## src/rtl/rtc_pkg.sv

```systemverilog
// Shared types and constants for the RTC time-set field blocks
// (field_adjust, alarm and timer).
package rtc_pkg;

  typedef enum logic [2:0] {
    ST_IDLE,
    ST_CALC,
    ST_ADDR,
    ST_DATA,
    ST_DONE
  } state_t;

  localparam logic A_D_ADDR  = 1'b0;
  localparam logic A_D_DATA  = 1'b1;
  localparam logic W_R_WRITE = 1'b1;

  localparam logic [7:0] ADDR_SEC  = 8'h21;
  localparam logic [7:0] ADDR_MIN  = 8'h22;
  localparam logic [7:0] ADDR_HOUR = 8'h23;
  localparam logic [7:0] ADDR_DAY  = 8'h24;
  localparam logic [7:0] ADDR_MON  = 8'h25;
  localparam logic [7:0] ADDR_YEAR = 8'h26;

  function automatic logic bcd_valid(input logic [7:0] v);
    return (v[7:4] <= 4'd9) && (v[3:0] <= 4'd9);
  endfunction

  // Range bounds come in as arguments so a zero lower bound is not folded
  // into an always-true compare.
  function automatic logic bcd_in_range(input logic [7:0] v, input logic [7:0] lo,
                                        input logic [7:0] hi);
    return (v >= lo) && (v <= hi);
  endfunction

endpackage

```

## src/rtl/bcd_step.sv

```systemverilog
// Combinational +/-1 step of a two-digit BCD value with range wrap or
// saturate; any malformed or out-of-range input collapses to MIN_BCD.
module bcd_step
  import rtc_pkg::*;
#(
  parameter logic [7:0] MIN_BCD = 8'h00,
  parameter logic [7:0] MAX_BCD = 8'h23,
  parameter bit         WRAP    = 1'b1
) (
  input  logic [7:0] cur,
  input  logic       up,
  input  logic       down,
  output logic [7:0] next
);

  logic [3:0] hi;
  logic [3:0] lo;

  assign hi = cur[7:4];
  assign lo = cur[3:0];

  always_comb begin
    next = cur;
    if (!bcd_valid(cur) || !bcd_in_range(cur, MIN_BCD, MAX_BCD)) begin
      next = MIN_BCD;
    end else if (up && !down) begin
      if (cur == MAX_BCD)  next = WRAP ? MIN_BCD : MAX_BCD;
      else if (lo == 4'd9) next = {hi + 4'd1, 4'd0};
      else                 next = {hi, lo + 4'd1};
    end else if (down && !up) begin
      if (cur == MIN_BCD)  next = WRAP ? MAX_BCD : MIN_BCD;
      else if (lo == 4'd0) next = {hi - 4'd1, 4'd9};
      else                 next = {hi, lo - 4'd1};
    end
  end

endmodule

```

## src/rtl/rtc_field_adjust.sv

```systemverilog
// One RTC time/date field: steps the BCD value on request and writes it back
// over the two-phase RTC bus, with optional auto-repeat while a key is held.
module rtc_field_adjust
  import rtc_pkg::*;
#(
  parameter logic [7:0] FIELD_ADDR    = ADDR_HOUR,
  parameter logic [7:0] MIN_BCD       = 8'h00,
  parameter logic [7:0] MAX_BCD       = 8'h23,
  parameter bit         WRAP          = 1'b1,
  parameter int         PHASE_CYCLES  = 2,
  parameter int         REPEAT_CYCLES = 0
) (
  input  logic       clk,
  input  logic       reset,
  input  logic       enable,
  input  logic       start,
  input  logic       UP,
  input  logic       DOWN,
  input  logic [7:0] cur_bcd,
  output logic       A_D,
  output logic       W_R,
  output logic [7:0] bus_out,
  output logic       flag_addr,
  output logic       flag_data,
  output logic       busy,
  output logic       done,
  output logic [7:0] new_bcd
);

  localparam bit         RPT_EN   = (REPEAT_CYCLES > 0);
  localparam logic [15:0] PH_LAST  = 16'(PHASE_CYCLES - 1);
  localparam logic [15:0] RPT_LAST = 16'((REPEAT_CYCLES > 0) ? REPEAT_CYCLES - 1 : 0);

  state_t      state;
  logic [15:0] ph_cnt;
  logic [15:0] rpt_cnt;
  logic        up_p0;
  logic        down_p0;
  logic [7:0]  step_next;
  logic        one_dir;
  logic        repeat_fire;
  logic        trigger;

  assign one_dir     = UP ^ DOWN;
  assign repeat_fire = RPT_EN && one_dir && (rpt_cnt == RPT_LAST);
  assign trigger     = start | repeat_fire;

  bcd_step #(
    .MIN_BCD (MIN_BCD),
    .MAX_BCD (MAX_BCD),
    .WRAP    (WRAP)
  ) u_step (
    .cur  (cur_bcd),
    .up   (up_p0),
    .down (down_p0),
    .next (step_next)
  );

  // The repeat count keeps running while busy, so a fire that lands during a
  // write is simply lost and the next one is a full period later.
  always_ff @(posedge clk) begin
    if (reset || !enable) begin
      rpt_cnt <= '0;
    end else if (!RPT_EN || !one_dir || repeat_fire) begin
      rpt_cnt <= '0;
    end else begin
      rpt_cnt <= rpt_cnt + 16'd1;
    end
  end

  // Direction is frozen at trigger; the step result is captured on leaving CALC.
  always_ff @(posedge clk) begin
    if (reset || !enable) begin
      state     <= ST_IDLE;
      ph_cnt    <= '0;
      up_p0     <= 1'b0;
      down_p0   <= 1'b0;
      new_bcd   <= '0;
      A_D       <= A_D_ADDR;
      W_R       <= 1'b0;
      bus_out   <= '0;
      flag_addr <= 1'b0;
      flag_data <= 1'b0;
      busy      <= 1'b0;
      done      <= 1'b0;
    end else begin
      done <= 1'b0;
      case (state)
        ST_IDLE: begin
          if (trigger) begin
            state   <= ST_CALC;
            busy    <= 1'b1;
            up_p0   <= UP;
            down_p0 <= DOWN;
          end
        end
        ST_CALC: begin
          new_bcd   <= step_next;
          state     <= ST_ADDR;
          ph_cnt    <= '0;
          A_D       <= A_D_ADDR;
          W_R       <= 1'b0;
          bus_out   <= FIELD_ADDR;
          flag_addr <= 1'b1;
        end
        ST_ADDR: begin
          if (ph_cnt == PH_LAST) begin
            state     <= ST_DATA;
            ph_cnt    <= '0;
            A_D       <= A_D_DATA;
            W_R       <= W_R_WRITE;
            bus_out   <= new_bcd;
            flag_addr <= 1'b0;
            flag_data <= 1'b1;
          end else begin
            ph_cnt <= ph_cnt + 16'd1;
          end
        end
        ST_DATA: begin
          if (ph_cnt == PH_LAST) begin
            state     <= ST_DONE;
            ph_cnt    <= '0;
            A_D       <= A_D_ADDR;
            W_R       <= 1'b0;
            bus_out   <= '0;
            flag_data <= 1'b0;
            done      <= 1'b1;
          end else begin
            ph_cnt <= ph_cnt + 16'd1;
          end
        end
        ST_DONE: begin
          state <= ST_IDLE;
          busy  <= 1'b0;
        end
        default: state <= ST_IDLE;
      endcase
    end
  end

endmodule

```

## config.mk

```make
export PLATFORM = sky130hd
export DESIGN_NAME = rtc_field_adjust
export DESIGN_NICKNAME = d
export VERILOG_FILES = /design/src/rtl/rtc_pkg.sv /design/src/rtl/bcd_step.sv /design/src/rtl/rtc_field_adjust.sv
export SDC_FILE = /design/constraint.sdc
export NUM_CORES = 1
export LEC_CHECK = 0
export ABC_AREA = 1
export ABC_CLOCK_PERIOD_IN_PS = 2200
export BUFFER_PORTS_ARGS = -buffer_cell sky130_fd_sc_hd__buf_2
export CAP_MARGIN = 20
export CORE_MARGIN = 4
export CORE_UTILIZATION = 55
export DETAILED_ROUTE_END_ITERATION = 10
export GPL_TIMING_DRIVEN = 1
export PLACE_DENSITY = 0.77
export SLEW_MARGIN = 30
export SYNTH_ARGS = -nofsm -noshare
export SYNTH_HDL_FRONTEND = slang
export SYNTH_HIERARCHICAL = 1
export SYNTH_SLANG_ARGS = --single-unit
```

## constraint.sdc

```tcl
create_clock -name clk -period 2.2 [get_ports clk]
set_input_delay 0.33 -clock clk [delete_from_list [all_inputs] [get_ports clk]]
set_output_delay 0.33 -clock clk [all_outputs]
set_load 0.01 [all_outputs]
```

==> impl_metrics.ini <==
[run_status]
outcome = finished, final reports clean

[clocking]
cts.path.max_buffers = 2
cts_root_buf = clkbuf_8
insertion_delay_ns = 0.30
clock-sinks = 42
hold_buffers = 0
ctsResizeCount = 0
cts_tree = yes
htreeDepth = 2
clkTransAtPathRegs_ns = 0.08
cts_setup_buffers = 0
cts_buffers = 5

[power]
internal_power_mw = 1.100
sequentialPowerShare_pct = 51.7
p_leak_nw = 1.291
ir_worst_vdd_uv = 313.9
pwr-share-clk_pct = 34.4
powerDensity_mw_per_mm2 = 506.2
power_switching_share_pct = 27.50
power_frac_comb_pct = 14.0
power.total_mw = 1.517
netSwitchingPower_mw = 0.4172

[setup_path]
critPathRequiredTime_ns = 2.39
crit_type = register to register
cp_max_fo = 17
arrival_ns = 1.76
cp-end-kind = register
crit_chain = ha_1, nand2_1, nor2_2, nand2_2, nand2_4, nand2_1, nand2_2, nor2_1
slowest_stage = dfxtp_1
regToRegStartpoint = ph_cnt[0]$_SDFFE_PP0P_
critPathMaxStageDelay_ns = 0.41
cp-start-kind = register
setup.worst_path.start = ph_cnt[0]$_SDFFE_PP0P_

[synth]
syn-cell-area_mm2 = 0.002710
ys_types = 34
avgSynthCellArea_um2 = 6.578
synth_seq_area_share_pct = 31.02
synth.area.top_cells = dfxtp_1, nand2_1, nor2_1
synth-main-ff-cell = dfxtp_1
yosysWarnings = 6
ys_async_sr_fraction_pct = 0
synth_cells = 412
synth_top_area_share_pct = 31.02
yosysTopAreaCell = dfxtp_1
synth_edf_count = 0
syn_nets = 431
ys_ff_latch = 42

[layout]
area_growth_pct = 10.57
diodes = 0
mostFrequentLayoutCell = nand2_1
design_area_mm2 = 0.002997
multiInputGateArea_mm2 = 0.001633
final_cell_mix = nand2_1, nor2_1, dfxtp_1, inv_1, buf_2
regArea_um2 = 840.8
fillers = 477
nets = 466
drive_above_1_share_pct = 22.77

[drt]
drtIter0Drc = 126
drt.antenna.violating_nets = 0
finalWirelength_um = 5843
dr_total_vias = 2572
wire_per_inst_um = 11.35
routed_via_density = 4.994
dr.pass1.iters = 4
drc = 0

[run]
cap_violations = 0

[floorplan]
die_y_um = 78.20
coreArea_mm2 = 0.004755
rows = 25
io_pins = 36
initial_utilization_pct = 57.00
die-area_mm2 = 0.006114
die_w_um = 78.20

[sta]
timing.fmax_mhz = 636.9
finalSetupTns_ns = 0
rsz0062_at_grt = no
hold_viol = 0
fin_hold_ws_ns = 0.3073
timing.final.crit_period_ns = 1.570
slew_viol_final = 0
worst_clock_skew_ns = 0.006086
finalSetupViolCount = 0
setup_slack_ns = 0.6298
fin_crit_sh_pct = 71.37

[min_path]
min_path_type = input pin to register
hp-start = DOWN

[placed_design]
post-dp-hpwl_um = 4417
place.gp.congestion = 0.9160
io_buffer_count = 35
pre_cts_ws_ns = 0.5794
placed_area_mm2 = 0.002905

[grt]
grt_max_degree = 22
antenna_found_initial = 0
grt.overflow.total = 0
grt_first_pass_wirelength_um = 10350
grt_pass1_vias = 2352
grt_usage_pct = 20.52
==> worst max-delay path, delay by kind of cell, from the launching register on <==
family	cells	cell delay, ns
DFF	1	0.41
and+or+nand+nor	7	0.83
adders and majority gates	1	0.21
==> layout make-up <==
class                   count  area share (%)
well taps                  67           2.797
flip-flops and latches     42           28.06
inverters                  42           5.261
multi-input cells         319           54.49
clock inverters             1          0.1670
clock buffers               7           2.881
repair buffers             37           6.347
==> registers in the layout, summed over array words and instances, names as in the netlist, 3 cells and up <==
name	cells
new_bcd	8
ph_cnt	16
state	3
bus_out	8
==> cell usage after synthesis (3+ instances only) <==
library cell / count
a21oi_1: 18
a21oi_2: 13
buf_4: 3
clkbuf_1: 3
dfxtp_1: 42
ha_1: 5
inv_1: 35
inv_2: 6
nand2_1: 112
nand2_2: 5
nand3_1: 33
nand3_2: 3
nand4_1: 6
nor2_1: 57
nor2_2: 19
nor2_4: 8
o21ai_0: 19
o21bai_1: 3
xor2_1: 4
==> cells by family (layout without fill, tap and decap cells) <==
logic type,count (synthesis),in the layout,synth area share (%)
AO/OA/AOI/OAI,58,58,13.16
AND/OR/NAND/NOR,250,250,43.03
flip-flops,42,42,31.03
buffers and inverters,51,87,8.726
XOR/XNOR,5,5,1.616
other,1,1,0.1384
adder cells (fa/ha/maj),5,5,2.308
==> stage by stage <==
| step | std cells | utilization (%) |
|---|---|---|
| 2_1_floorplan | 412 | - |
| 3_3_place_gp | 507 | 61.11 |
| 3_5_place_dp | 507 | 61.11 |
| 4_1_cts | 515 | 63.03 |
| 5_1_grt | 515 | 63.03 |
| 6_report | 515 | 63.03 |
==> per-layer routing <==
metal	up-vias	GRT usage, %	part of all wire, %
li1	1380	-	-
met1	1141	27.40	51
met2	44	33.56	44
met3	7	3.784	3.5
met4	0	6.294	1.6
met5	-	0	0
==> final timing paths <==
kind | endpoint | slack (ns) | cells after the start
hold reg to reg | down_p0$_SDFFE_PP0P_ | 0.46 | 2
hold / removal | down_p0$_SDFFE_PP0P_ | 0.31 | 3
setup reg to reg | ph_cnt[2]$_SDFFE_PP0P_ | 0.63 | 8
setup / recovery | ph_cnt[2]$_SDFFE_PP0P_ | 0.63 | 8
==> power by group through the flow <==
stage,clock [mW],sequential (mW),combinational [mW]
floorplan,0,0.806,0.154
global placement,0,0.801,0.208
detailed placement,0,0.802,0.211
CTS,0.531,0.784,0.212
global route,0.561,0.786,0.240
finish,0.522,0.784,0.212
(Power assumes the default switching activity.)
